==> config.mk <==
export PLATFORM = sky130hd
export DESIGN_NAME = systolic_feed_ctrl_flat
export DESIGN_NICKNAME = d
export VERILOG_FILES = /design/src/rtl/systolic_feed_ctrl_if.sv /design/src/rtl/systolic_feed_ctrl.sv /design/src/flat_wrapper.sv
export SDC_FILE = /design/constraint.sdc
export NUM_CORES = 1
export LEC_CHECK = 0
export BUFFER_PORTS_ARGS = -buffer_cell sky130_fd_sc_hd__buf_4
export CORE_MARGIN = 2
export CORE_UTILIZATION = 53
export DETAILED_ROUTE_END_ITERATION = 6
export PLACE_DENSITY = 0.89
export SLEW_MARGIN = 5
export SYNTH_ARGS = -nofsm -noshare
export SYNTH_HDL_FRONTEND = slang
export SYNTH_SLANG_ARGS = --single-unit
==> constraint.sdc <==
create_clock -name clk -period 3.3 [get_ports clk]
set_input_delay 0 -clock clk [delete_from_list [all_inputs] [get_ports clk]]
set_output_delay 0 -clock clk [all_outputs]
set_load 0.01 [all_outputs]
==> src/rtl/systolic_feed_ctrl_if.sv <==
// Bundle between the tile feed controller, its host, the A/B tile buffers and the PE grid edges.
interface systolic_feed_ctrl_if #(
  parameter int unsigned N          = 4,
  parameter int unsigned DATA_WIDTH = 8,
  parameter int unsigned K_MAX      = 16
);
  localparam int unsigned KW = $clog2(K_MAX + 1);
  localparam int unsigned AW = $clog2(K_MAX);

  logic                    start;
  logic [KW-1:0]           k_len;
  logic                    busy;
  logic                    done;
  logic                    array_clr;
  logic                    a_rd_en;
  logic [AW-1:0]           a_rd_addr;
  logic [N*DATA_WIDTH-1:0] a_rd_data;
  logic                    b_rd_en;
  logic [AW-1:0]           b_rd_addr;
  logic [N*DATA_WIDTH-1:0] b_rd_data;
  logic [N*DATA_WIDTH-1:0] west_data;
  logic [N*DATA_WIDTH-1:0] north_data;

  // Environment side: host control, buffer read data, grid consumes edges
  modport master (
    output start, k_len, a_rd_data, b_rd_data,
    input  busy, done, array_clr, a_rd_en, a_rd_addr, b_rd_en, b_rd_addr,
           west_data, north_data
  );

  // Controller side
  modport slave (
    input  start, k_len, a_rd_data, b_rd_data,
    output busy, done, array_clr, a_rd_en, a_rd_addr, b_rd_en, b_rd_addr,
           west_data, north_data
  );
endinterface

==> src/rtl/systolic_feed_ctrl.sv <==
// Sequences one N x N output-stationary tile: clear grid, feed K A-columns/B-rows
// with diagonal skew onto the west/north edges, drain the wavefront, pulse done.
module systolic_feed_ctrl #(
  parameter int unsigned N          = 4,
  parameter int unsigned DATA_WIDTH = 8,
  parameter int unsigned K_MAX      = 16
) (
  input  logic                  clk,
  input  logic                  rst_n,
  systolic_feed_ctrl_if.slave   bus
);
  localparam int unsigned KW         = $clog2(K_MAX + 1);
  localparam int unsigned AW         = $clog2(K_MAX);
  localparam int unsigned CW         = $clog2(2 * N);
  localparam int unsigned DRAIN_LAST = 2 * N - 2;

  typedef enum logic [2:0] {
    S_IDLE,
    S_CLEAR,
    S_FEED,
    S_DRAIN,
    S_DONE
  } state_t;

  state_t        state, state_nx;
  logic [KW-1:0] kl, kl_nx;
  logic [KW-1:0] kcnt, kcnt_nx;
  logic [CW-1:0] dcnt, dcnt_nx;

  logic          busy_q, done_q, clr_q, rd_en_q, rd_vld;
  logic [AW-1:0] addr_q, addr_nx;

  logic [DATA_WIDTH-1:0] a_in       [N];
  logic [DATA_WIDTH-1:0] b_in       [N];
  logic [DATA_WIDTH-1:0] west_lane  [N];
  logic [DATA_WIDTH-1:0] north_lane [N];
  logic [N*DATA_WIDTH-1:0] west_pack, north_pack;

  // State and tile counters
  always_ff @(posedge clk or negedge rst_n) begin
    if (!rst_n) begin
      state <= S_IDLE;
      kl    <= '0;
      kcnt  <= '0;
      dcnt  <= '0;
    end else begin
      state <= state_nx;
      kl    <= kl_nx;
      kcnt  <= kcnt_nx;
      dcnt  <= dcnt_nx;
    end
  end

  // Next-state, counter and read-address decode
  always_comb begin
    state_nx = state;
    kl_nx    = kl;
    kcnt_nx  = kcnt;
    dcnt_nx  = dcnt;
    unique case (state)
      S_IDLE: begin
        if (bus.start) begin
          kl_nx    = (bus.k_len > KW'(K_MAX)) ? KW'(K_MAX) : bus.k_len;
          state_nx = S_CLEAR;
        end
      end
      S_CLEAR: begin
        kcnt_nx  = '0;
        state_nx = (kl == '0) ? S_DONE : S_FEED;
      end
      S_FEED: begin
        if (kcnt == kl - KW'(1)) begin
          kcnt_nx  = '0;
          dcnt_nx  = '0;
          state_nx = S_DRAIN;
        end else begin
          kcnt_nx = kcnt + KW'(1);
        end
      end
      S_DRAIN: begin
        if (dcnt == CW'(DRAIN_LAST)) begin
          dcnt_nx  = '0;
          state_nx = S_DONE;
        end else begin
          dcnt_nx = dcnt + CW'(1);
        end
      end
      S_DONE:  state_nx = S_IDLE;
      default: state_nx = S_IDLE;
    endcase
    addr_nx = (state_nx == S_FEED) ? kcnt_nx[AW-1:0] : '0;
  end

  // Registered control outputs, decoded from the upcoming state
  always_ff @(posedge clk or negedge rst_n) begin
    if (!rst_n) begin
      busy_q  <= 1'b0;
      done_q  <= 1'b0;
      clr_q   <= 1'b1;
      rd_en_q <= 1'b0;
      addr_q  <= '0;
      rd_vld  <= 1'b0;
    end else begin
      busy_q  <= (state_nx != S_IDLE);
      done_q  <= (state_nx == S_DONE);
      clr_q   <= (state_nx == S_CLEAR);
      rd_en_q <= (state_nx == S_FEED);
      addr_q  <= addr_nx;
      rd_vld  <= rd_en_q;
    end
  end

  assign bus.busy      = busy_q;
  assign bus.done      = done_q;
  assign bus.array_clr = clr_q;
  assign bus.a_rd_en   = rd_en_q;
  assign bus.b_rd_en   = rd_en_q;
  assign bus.a_rd_addr = addr_q;
  assign bus.b_rd_addr = addr_q;

  // Mask buffer data outside valid read cycles so bubbles carry zero operands
  always_comb begin
    for (int i = 0; i < N; i++) begin
      a_in[i] = rd_vld ? bus.a_rd_data[i*DATA_WIDTH +: DATA_WIDTH] : '0;
      b_in[i] = rd_vld ? bus.b_rd_data[i*DATA_WIDTH +: DATA_WIDTH] : '0;
    end
  end

  // Lane g of each edge is delayed by g register stages to form the diagonal wavefront
  for (genvar g = 0; g < N; g++) begin : g_skew
    if (g == 0) begin : g_pass
      assign west_lane[g]  = a_in[g];
      assign north_lane[g] = b_in[g];
    end else begin : g_pipe
      logic [DATA_WIDTH-1:0] a_pipe [g];
      logic [DATA_WIDTH-1:0] b_pipe [g];

      // Skew shift register for this lane
      always_ff @(posedge clk or negedge rst_n) begin
        if (!rst_n) begin
          for (int s = 0; s < g; s++) begin
            a_pipe[s] <= '0;
            b_pipe[s] <= '0;
          end
        end else begin
          a_pipe[0] <= a_in[g];
          b_pipe[0] <= b_in[g];
          for (int s = 1; s < g; s++) begin
            a_pipe[s] <= a_pipe[s-1];
            b_pipe[s] <= b_pipe[s-1];
          end
        end
      end

      assign west_lane[g]  = a_pipe[g-1];
      assign north_lane[g] = b_pipe[g-1];
    end
  end

  // Pack lanes onto the edge buses
  always_comb begin
    west_pack  = '0;
    north_pack = '0;
    for (int i = 0; i < N; i++) begin
      west_pack[i*DATA_WIDTH +: DATA_WIDTH]  = west_lane[i];
      north_pack[i*DATA_WIDTH +: DATA_WIDTH] = north_lane[i];
    end
  end

  assign bus.west_data  = west_pack;
  assign bus.north_data = north_pack;

endmodule

==> src/flat_wrapper.sv <==
// flat-port wrapper written by rule: the top's interface ports become plain ports
module systolic_feed_ctrl_flat 
#(
  parameter int unsigned N          = 4,
  parameter int unsigned DATA_WIDTH = 8,
  parameter int unsigned K_MAX      = 16
)
  (clk, rst_n, bus_start, bus_k_len, bus_a_rd_data, bus_b_rd_data, bus_busy, bus_done, bus_array_clr, bus_a_rd_en, bus_a_rd_addr, bus_b_rd_en, bus_b_rd_addr, bus_west_data, bus_north_data);
  systolic_feed_ctrl_if #(.N(N), .DATA_WIDTH(DATA_WIDTH), .K_MAX(K_MAX)) bus_i ();
  input  logic clk;
  input  logic rst_n;
  input wire logic [$bits(bus_i.start)-1:0] bus_start;
  input wire logic [$bits(bus_i.k_len)-1:0] bus_k_len;
  input wire logic [$bits(bus_i.a_rd_data)-1:0] bus_a_rd_data;
  input wire logic [$bits(bus_i.b_rd_data)-1:0] bus_b_rd_data;
  output wire logic [$bits(bus_i.busy)-1:0] bus_busy;
  output wire logic [$bits(bus_i.done)-1:0] bus_done;
  output wire logic [$bits(bus_i.array_clr)-1:0] bus_array_clr;
  output wire logic [$bits(bus_i.a_rd_en)-1:0] bus_a_rd_en;
  output wire logic [$bits(bus_i.a_rd_addr)-1:0] bus_a_rd_addr;
  output wire logic [$bits(bus_i.b_rd_en)-1:0] bus_b_rd_en;
  output wire logic [$bits(bus_i.b_rd_addr)-1:0] bus_b_rd_addr;
  output wire logic [$bits(bus_i.west_data)-1:0] bus_west_data;
  output wire logic [$bits(bus_i.north_data)-1:0] bus_north_data;
  assign bus_i.start = bus_start;
  assign bus_i.k_len = bus_k_len;
  assign bus_i.a_rd_data = bus_a_rd_data;
  assign bus_i.b_rd_data = bus_b_rd_data;
  assign bus_busy = bus_i.busy;
  assign bus_done = bus_i.done;
  assign bus_array_clr = bus_i.array_clr;
  assign bus_a_rd_en = bus_i.a_rd_en;
  assign bus_a_rd_addr = bus_i.a_rd_addr;
  assign bus_b_rd_en = bus_i.b_rd_en;
  assign bus_b_rd_addr = bus_i.b_rd_addr;
  assign bus_west_data = bus_i.west_data;
  assign bus_north_data = bus_i.north_data;
  systolic_feed_ctrl #(.N(N), .DATA_WIDTH(DATA_WIDTH), .K_MAX(K_MAX)) u_core (.clk(clk), .rst_n(rst_n), .bus(bus_i));
endmodule
Yosys cells after proc, flatten, opt, wreduce, memory -nomap -nowiden
Index checks and enable logic that the tools add are counted.
- reductions and logical operators: 7
- $lt $le $gt $ge: 1
- mux-type cells: 20
- equal/unequal tests: 9
- $add $sub $neg: 3
- operators by type and width (operator ; number):
    $mux 8 ; 8
    $mux 3 ; 6
    $pmux 3 s4 ; 1
    $mux 5 ; 2
    $pmux 5 s2 ; 1
    $eq 3x2->1 const B ; 3
    $eq 3x1->1 const B ; 2
    $eq 3x3->1 const B ; 2
    $pmux 3 s2 ; 1
    $add 5x1->5 const B ; 1
    $eq 5x5->1 ; 1
    $gt 5x5->1 const B ; 1
    $logic_not 5->1 ; 1
    $sub 5x1->5 const B ; 1
    $mux 4 ; 1
    $reduce_and 2->1 ; 2
    $reduce_bool 2->1 ; 2
    $add 3x1->3 const B ; 1
    $logic_not 3->1 ; 1
    $reduce_bool 3->1 ; 1
    $ne 2x1->1 const B ; 1
- flip-flop bits (word level): 121
- output and inout bits: 77
- input port bits: 72

Logic depth before layout (Yosys ltp)
Gate-level depths: netlist of run 1.
- word-level depth: 6
- mapped depth: 7
- depth with buffers taken out: 7

Worst setup path before layout of run 1
OpenSTA, ideal clock, no wires.
- path kind: reg2reg
- start: reg u_core.kl[0]
- end: reg u_core.dcnt[2]
- data required time: 3176 ps
- clock period less this slack: 1811 ps
- setup slack: 1489 ps
- arrival: 1687 ps
- setup time: 124 ps
- cell stages (with the launch flop): 8
- path buffers: 0
- cell sequence: dfrtp_1 -> inv_1 -> ha_1 -> xnor2_1 -> xnor2_1 -> nor4_4 -> o21ai_2 -> a211o_1
- longest elaborated chain between the ends: 4
- ends and longest elaborated chain (what ; RTL line ; RTL):
    start: declaration ; systolic_feed_ctrl.sv:26 ; logic [KW-1:0] kl, kl_nx;
    start signal: assignment ; systolic_feed_ctrl.sv:48 ; kl <= kl_nx;
    $sub 5x1->5 ; systolic_feed_ctrl.sv:72 ; if (kcnt == kl - KW'(1)) begin
    $eq 5x5->1 ; systolic_feed_ctrl.sv:72 ;
    $ne 2x1->1 (no source line) ; - ;
    $reduce_and 2->1 (no source line) ; - ;
    end signal: assignment ; systolic_feed_ctrl.sv:50 ; dcnt <= dcnt_nx;
    end: declaration ; systolic_feed_ctrl.sv:28 ; logic [CW-1:0] dcnt, dcnt_nx;
No other way between the ends.
A chain may end at the register's enable or synchronous reset.

Worst setup path in the final report of run 1
Ends and elaborated chain as after synthesis.

==> results.toml, run 1 <==
[status]
status = "finished clean"

[setup_path]
criticalPathCategory = "reg2reg"
slowest_delay_ns = 0.42
cp_data_required_time_ns = 3.68
cpMostUsedCell = "xnor2_1"
startpoint_type = "register"
path_delay_family = "compound AO/OA/AOI/OAI gates"
crit_arrival_ns = 2.40
critPathBufInv = 1
critPathLaunch = "u_core.kl[0]"
r2r_start = "u_core.kl[0]"
crit_chain = "inv_1 > ha_1 > xnor2_1 > xnor2_1 > nor4_4 > o21ai_2 > a211o_1"
endpoint_kind = "register"
cp_slowest_cell = "nor4_4"
worstPathMaxFanout = 5

[placed_design]
place_congestion = 0.851
port_buffers = 148
hpwl_um = 5500
pre_cts_slack_ns = 1.29

[power_and_ir_drop]
totalPowerFinal_mw = 5.45
leakagePower_nw = 3.19
power_density_nw_per_um2 = 858
peakVddDrop_mv = 0.421

[sta]
worstMarginPinSlew_ns = 0.686
rsz0062_at_grt = "no"
fin_crit_sh = 0.613
skew_ns = 0.0126
hold_slack_ns = 0.0326
final_max_slew_viol_count = 0
fmax_ghz = 0.495
setup_viol = 0
relSlewSlack = 0.543
finalSetupTns_ns = 0
finalHoldViolations = 0
layout_setup_ws_ns = 1.28
min_period_ns = 2.02

[detailed_routing]
drt-vias-per-instance = 4.75
drc_errors = 0
ant_nets = 0
wire_per_inst_um = 16.3
routed_wl_um = 9840
vias = 2872
dr.pass1.iters = 4
first_iter_violations = 130

[clocking]
clock_sinks = 121
clk_latency_ns = 0.50
cts_made_buffers = 17
cts_tree = "built"
cts.root.buffer_cell = "clkbuf_8"
cts_buffer_depth = 2
cts_setup_buffers = 0
cts_max_level = 4
clk_pin_slew_ns = 0.06

[global_route]
grt_usage = 0.233
grt_max_degree = 46
grt_pass1_wl_um = 15300
grt_pass1_vias = 3131
antenna_found_initial = 0
grt-ovfl-total = 0

[floorplanning]
die_h_um = 95.1
row_count = 33
fp.coreArea_um2 = 8130
die-area_um2 = 9050
die_w_um = 95.1
start_util = 0.541
ioPinCount = 149

[yosys]
yosysWarnings = 0
synth-edff-count = 0
seq_area_frac_synth = 0.688
yosys.cell_types.count = 38
synth_area_leaders = "dfrtp_1 (68%), and2_1 (9.2%), buf_4 (9.2%), xnor2_1 (1.6%), clkbuf_1 (0.77%)"
avgSynthCellArea_um2 = 13.5
synth_top_flop_cell = "dfrtp_1"
synthesis.area_um2 = 4400
synth_cells = 325
synth_largest_area_cell = "dfrtp_1"
synth_fp_nets = 399
ys_ff_latch = 121
synth_top_area_frac = 0.682
synth_most_common_cell = "dfrtp_1"
ys_async_sr_fraction = 1.00
synthTopCellsByCount = "dfrtp_1 (120), and2_1 (65), buf_4 (54), clkbuf_1 (9), nand2_1 (9)"

[finish]
antennaDiodeCount = 0
nets = 561
layout-drive-gt1-share = 0.378
syn2layout_area_growth_pct = 44.2
fillCellCount = 427

[run]
maxCapViolations = 0

[worst_hold_path]
worstHoldPathType = "in2async"
## logic make-up (layout without fill, tap and decap cells)
| group | count (synthesis) | after routing | synth area share |
|---|---|---|---|
| buffers and inverters | 67 | 242 | 0.103 |
| AND/OR/NAND/NOR | 103 | 103 | 0.147 |
| flip-flops | 121 | 121 | 0.688 |
| adder cells (fa/ha/maj) | 2 | 2 | 0.00569 |
| AO/OA/AOI/OAI | 21 | 21 | 0.0338 |
| XOR/XNOR | 11 | 11 | 0.0219 |
## stage by stage
step	area (µm²)	instances	utilization
global route	6350	605	0.780
global placement	5230	518	0.643
floorplan	4400	325	-
detailed placement	5230	518	0.643
finish	6350	605	0.780
CTS	6350	605	0.780
## cell type report
| cell class | count | area [µm²] | share of cell area |
|---|---|---|---|
| Sequential cell | 121 | 3030 | 0.477 |
| Inverter | 4 | 15.0 | 0.00237 |
| Clock buffer | 17 | 414 | 0.0652 |
| Multi-Input combinational cell | 137 | 917 | 0.144 |
| Tap cell | 105 | 131 | 0.0207 |
| Clock inverter | 15 | 156 | 0.0246 |
| Timing Repair Buffer | 206 | 1680 | 0.265 |
## repair_timing
item	CTS	global route
gates resized for setup	0	0
hold endpoints to repair	97	0
hold buffers	55	0
## final timing paths
check                                                      to  slack [ns]  depth (start not counted)
hold / removal                       u_core.bus.west_data[19]        0.03                          2
setup reg to reg                               u_core.dcnt[2]        1.28                          7
min in group clk            u_core.g_skew[1].g_pipe.a_pipe[2]        0.26                          3
hold reg to reg            u_core.g_skew[3].g_pipe.a_pipe[15]        0.34                          0
setup / recovery                               u_core.dcnt[2]        1.28                          7
max in group asynchronous  u_core.g_skew[3].g_pipe.a_pipe[11]        2.35                          3
## placed cells by master (no fill, tap or decap), drive strengths merged, types with 2 or more instances in the layout
cell / count
a21oi: 3
nor3b: 4
nand2: 9
nor3: 4
xor2: 3
o22a: 2
ha: 2
a21o: 2
nand3: 2
clkinvlp: 2
nand3b: 2
buf: 151
dfrtp: 120
nor2b: 2
and2: 65
a22o: 2
nand2b: 4
dlygate4sd3: 55
clkbuf: 17
o21ai: 6
nor4: 4
nor2: 3
xnor2: 8
clkinv: 4
inv: 12
## registers in the layout, summed over array words and instances (netlist names)
register	flops
u_core.g_skew.g_pipe.a_pipe	32
u_core.g_skew.g_pipe.b_pipe	32
u_core.bus.north_data	16
u_core.bus.west_data	16
u_core.kcnt	5
u_core.kl	5
u_core.bus.a_rd_addr	4
u_core.dcnt	3
u_core.state	3
u_core.bus.a_rd_en	1
u_core.bus.array_clr	1
u_core.bus.busy	1
u_core.bus.done	1
u_core.rd_vld	1
## per-layer routing
metal  track usage  up-vias  part of all wire
li1              -     1314                 -
met1         0.250     1414              0.35
met2         0.432      128              0.58
met3        0.0656       16             0.053
met4        0.0894        0             0.022
met5             0        -                 0
## worst reg2reg max path, cell delays in order, from the launching register on
cell and delay [ns]:
dfrtp_1 0.40, inv_1 0.08, ha_1 0.22, xnor2_1 0.18, xnor2_1 0.14, nor4_4 0.42, o21ai_2 0.14, a211o_1 0.32
## power by group
part / switching, mW / internal (mW)
clock network: 0.716 / 1.03
registers: 0.303 / 1.93
logic: 0.686 / 0.778
Power figures use the tool's default switching activity.
==> run 2, diff against run 1 <==
- CORE_UTILIZATION: 53 -> 45
- PLACE_DENSITY: 0.89 -> 0.81
- clock period: 3.3 -> 1.77 ns (I/O delays scaled with it)
==> run 2 against run 1 <==
  * The run now ends with setup timing left
  * Sequential share of layout area down 1.6 points
  * Die area up 17%
  * Critical path depth unchanged
  * Sequential cell count unchanged
  * First-iteration DRC count up 15%
  * Global-route usage down 5.5 points
  * Highest routed layer unchanged
==> results.toml, run 2 (synthesis results as in run 1) <==
[placed_design]
hpwl_um = 5570
place_congestion = 0.846
port_buffers = 148
dp_cells = 552
pre_cts_slack_ns = -0.121

[detailed_routing]
first_iter_violations = 150
ant_nets = 0
wire_per_inst_um = 14.1
vias = 2844
drt-vias-per-instance = 4.44
routed_wl_um = 9050
dr.pass1.iters = 4
drc_errors = 0

[finish]
antennaDiodeCount = 0
multi_input_area_um2 = 980
syn2layout_area_growth_pct = 49.3
nets = 570
layoutNonFillerInstCount = 641
seq_area_um2 = 3030
layout-drive-gt1-share = 0.406
layout_common_cells = "buf_4 (157), dfrtp_1 (119), and2_1 (65), dlygate4sd3_1 (55), clkbuf_16 (16)"
top_regs = "u_core.g_skew.g_pipe.a_pipe x32, u_core.g_skew.g_pipe.b_pipe x32"
final_common_cell = "buf_4"
fillCellCount = 688

[status]
violations = "setup timing"
status = "finished with violations"

[floorplanning]
die_h_um = 103
die-area_um2 = 10600
fp.coreArea_um2 = 9640
ioPinCount = 149
start_util = 0.457
die_w_um = 103
row_count = 36

[sta]
relSlewSlack = 0.632
setup_viol = 10
fmax_ghz = 0.522
min_period_ns = 1.92
skew_ns = 0.00659
rsz0062_at_grt = "yes"
worstMarginPinSlew_ns = 0.551
fin_crit_sh = 1.08
final_max_slew_viol_count = 0
finalHoldViolations = 0
layout_setup_ws_ns = -0.147
finalSetupTns_ns = -0.669

[global_route]
antenna_found_initial = 0
grt_pass1_wl_um = 14200
grt_max_degree = 50
grt_pass1_vias = 2949
grt-ovfl-total = 0
grt_usage = 0.178

[power_and_ir_drop]
switchingPower_mw = 3.11
leakagePower_nw = 3.27
power_density_nw_per_um2 = 1600
comb_power_share = 0.295
peakVddDrop_mv = 0.675
totalPowerFinal_mw = 10.5
swShare = 0.295
pwr-share-seq = 0.386
clkPwrFrac = 0.319
p_int_mw = 7.42

[clocking]
clk_pin_slew_ns = 0.06
cts_buffer_depth = 2
clk_latency_ns = 0.49
cts_tree = "built"
clock_sinks = 121
cts_made_buffers = 17
cts.root.buffer_cell = "clkbuf_8"
cts_max_level = 4

[setup_path]
crit_arrival_ns = 2.28
criticalPathCategory = "reg2reg"
cp_data_required_time_ns = 2.13
r2r_start = "u_core.kl[1]"
r2r-end = "u_core.dcnt[2]"
reg2reg_slack_ns = -0.15
startpoint_type = "register"
ff2ff_path_depth = 7
worstPathMaxFanout = 5
endpoint_kind = "register"

[worst_hold_path]
worstHoldPathType = "in2async"

[run]
maxCapViolations = 0
run 2: layout make-up:
| cell class | instances | share of cell area |
|---|---|---|
| Sequential cell | 121 | 0.461 |
| Multi-Input combinational cell | 137 | 0.149 |
| Clock inverter | 14 | 0.0267 |
| Timing Repair Buffer | 215 | 0.272 |
| Clock buffer | 17 | 0.0630 |
| Tap cell | 133 | 0.0253 |
| Inverter | 4 | 0.00229 |
run 2: power by group through the flow:
| stage | clock, mW | combinational, mW | sequential (mW) |
|---|---|---|---|
| finish | 3.36 | 3.11 | 4.07 |
| global route | 3.55 | 3.37 | 4.17 |
| CTS | 3.43 | 3.04 | 4.06 |
| detailed placement | 0 | 2.81 | 4.09 |
| global placement | 0 | 2.71 | 4.04 |
| floorplan | 0 | 1.91 | 4.03 |
run 2: per-stage QoR:
step           hold slack (ns)  cell area, µm²  utilization
6_report                0.0517            6570        0.682
3_3_place_gp            0.0102            5340        0.554
3_5_place_dp            0.0264            5340        0.554
4_1_cts                 0.0407            6540        0.678
5_1_grt                 0.0692            6570        0.682
2_1_floorplan           -0.296            4400            -
run 2: timing repair:
action	CTS	global route
gates resized for setup	8	4
setup endpoints to repair	12	22
setup buffers	2	1
endpoints found under the hold margin	175	0
hold buffers	55	0
pin swaps	6	1
run 2: worst max-delay path by stage:
stage	from	end	slack, ns
floorplan	u_core.kl[0]	u_core.dcnt[2]	-0.03
finish	u_core.kl[1]	u_core.dcnt[2]	-0.15
detailed placement	u_core.kl[1]	u_core.kcnt[3]	-0.12
global placement	u_core.kl[1]	u_core.dcnt[2]	-0.005
CTS	u_core.kl[0]	u_core.dcnt[2]	-0.13
global route	u_core.kl[0]	u_core.dcnt[2]	-0.18
run 2: per-layer routing:
layer / vias up / routed length (µm) / global-route usage
li1: 1332 / - / -
met1: 1386 / 3670 / 0.216
met2: 116 / 4700 / 0.297
met3: 10 / 562 / 0.0556
met4: 0 / 121 / 0.0729
met5: - / 0 / 0
run 2: critical path, cell delays in order, from the launching register on:
cell and delay (ns):
dfrtp_1 0.37, inv_2 0.06, ha_4 0.26, xor2_1 0.16, nand2_1 0.12, nor4_4 0.39
o21ai_2 0.14, a211o_1 0.31
==> run 3, diff against run 2 <==
- HOLD_SLACK_MARGIN: default -> 0.06
==> run 3 against run 2 <==
  * The run still ends with setup timing left
  * Clock skew hardly changed
  * Wire length up 0.54%
  * Sequential cell count unchanged
  * Critical path type unchanged
==> results.toml, run 3 (synthesis results as in run 1) <==
[global_route]
grt_usage = 0.179
grt_max_degree = 50
grt_pass1_wl_um = 14200
grt-ovfl-total = 0
antenna_found_initial = 0
grt_pass1_vias = 2952

[detailed_routing]
routed_wl_um = 9100
first_iter_violations = 133
drt-vias-per-instance = 4.43
drc_errors = 0
wire_per_inst_um = 14.2
ant_nets = 0
dr.pass1.iters = 4
vias = 2843

[sta]
final_max_slew_viol_count = 0
min_period_ns = 1.93
setup_viol = 10
fin_crit_sh = 1.09
layout_setup_ws_ns = -0.156
worstMarginPinSlew_ns = 0.561
rsz0062_at_grt = "yes"
fmax_ghz = 0.519
skew_ns = 0.00636
finalHoldViolations = 0
relSlewSlack = 0.626

[floorplanning]
die-area_um2 = 10600
fp.coreArea_um2 = 9640
die_w_um = 103
die_h_um = 103
ioPinCount = 149
start_util = 0.457
row_count = 36

[setup_path]
ff2ff_path_depth = 7
r2r-end = "u_core.dcnt[2]"
slowest_delay_ns = 0.39
startpoint_type = "register"
cp_data_required_time_ns = 2.13
critPathBufInv = 1
criticalPathCategory = "reg2reg"
crit_chain = "inv_2 > ha_4 > xor2_1 > nand2_1 > nor4_4 > o21ai_2 > a211o_1"
r2r_start = "u_core.kl[0]"
endpoint_kind = "register"
worstPathMaxFanout = 5
cp_slowest_cell = "nor4_4"
crit_arrival_ns = 2.29
reg2reg_slack_ns = -0.16
path_delay_family = "simple AND/OR/NAND/NOR gates"

[finish]
layout_common_cells = "buf_4 (157), dfrtp_1 (119), and2_1 (65), dlygate4sd3_1 (56), clkbuf_16 (16)"
fin_util = 0.683
top_regs = "u_core.g_skew.g_pipe.a_pipe x32, u_core.g_skew.g_pipe.b_pipe x32"
nets = 571
syn2layout_area_growth_pct = 49.5
fillCellCount = 690
layout-drive-gt1-share = 0.405
final_common_cell = "buf_4"
antennaDiodeCount = 0
postLayoutCellArea_um2 = 6580

[worst_hold_path]
worstHoldStart = "bus_a_rd_data[20]"
hold_depth = 3
hold_path_end = "u_core.g_skew[2].g_pipe.a_pipe[12]"
worstHoldPathType = "in2reg"

[clocking]
clk_latency_ns = 0.49
cts_made_buffers = 17
cts_max_level = 4
cts_tree = "built"
clk_pin_slew_ns = 0.06
clock_sinks = 121
cts.root.buffer_cell = "clkbuf_8"
cts_buffer_depth = 2

[placed_design]
port_buffers = 148
place_congestion = 0.846
hpwl_um = 5570
place_area_um2 = 5340

[power_and_ir_drop]
peakVddDrop_mv = 0.674
comb_power_share = 0.296
power_density_nw_per_um2 = 1600
pwr-share-seq = 0.386
switchingPower_mw = 3.11
clkPwrFrac = 0.319
swShare = 0.296
leakagePower_nw = 3.27
p_int_mw = 7.42

[run]
maxCapViolations = 0

[status]
status = "finished with violations"
violations = "setup timing"
## run 3: changes by cell type in the layout (fill, tap and decap cells not counted)
cell | before | now
dlygate4sd3_1 | 55 | 56
## run 3: what timing repair did
action	4_1_cts	5_1_grt
hold buffers	56	0
setup endpoints to repair	12	22
setup buffers	2	1
gates resized for setup	8	4
hold endpoints to repair	177	0
pin swaps	6	1
## run 3: worst register-to-register path: cells and delay by family, from the launching register on
kind / cells / cell delay (ns)
and+or+nand+nor: 2 / 0.51
AOI/OAI and AO/OA: 2 / 0.45
DFF: 1 / 0.37
adders and majority gates: 1 / 0.26
xor gates and xnor gates: 1 / 0.16
buffers and inverters: 1 / 0.06
## run 3: how the worst max path moves through the flow
| stage | startpoint | end | cells after the start |
|---|---|---|---|
| floorplan | u_core.kl[0] | u_core.dcnt[2] | 7 |
| global placement | u_core.kl[1] | u_core.dcnt[2] | 7 |
| detailed placement | u_core.kl[1] | u_core.kcnt[3] | 8 |
| CTS | u_core.kl[0] | u_core.dcnt[2] | 7 |
| global route | u_core.kl[0] | u_core.dcnt[2] | 7 |
| finish | u_core.kl[0] | u_core.dcnt[2] | 7 |
## run 3: power groups by stage
stage | sequential [mW] | combinational, mW | clock, mW
floorplan | 4.03 | 1.91 | 0
global placement | 4.04 | 2.71 | 0
detailed placement | 4.09 | 2.81 | 0
CTS | 4.06 | 3.04 | 3.43
global route | 4.17 | 3.38 | 3.55
finish | 4.07 | 3.12 | 3.36
## run 3: area by class of cell
type | count | area, µm² | share of cell area
clock buffers | 17 | 414 | 0.0629
clock inverters | 14 | 175 | 0.0266
inverters | 4 | 15.0 | 0.00228
multi-input cells | 137 | 980 | 0.149
flip-flops and latches | 121 | 3030 | 0.461
well taps | 133 | 166 | 0.0253
repair buffers | 216 | 1800 | 0.273
## run 3: metal layers
layer | up-vias | global-route usage | share of wire
met2 | 115 | 0.298 | 0.52
li1 | 1333 | - | -
met4 | 0 | 0.0729 | 0.013
met5 | - | 0 | 0
met3 | 10 | 0.0556 | 0.062
met1 | 1385 | 0.217 | 0.41
## run 3: through the flow
stage	setup TNS [ns]	cells	setup slack, ns	total power [mW]	hold slack (ns)
finish	-0.768	642	-0.156	10.5	0.261
global route	-1.12	642	-0.176	11.1	0.250
CTS	-0.443	641	-0.128	10.5	0.235
detailed placement	-0.747	552	-0.121	6.90	0.0264
global placement	-0.00508	552	-0.00508	6.75	0.0102
floorplan	-0.0344	325	-0.0340	5.94	-0.296
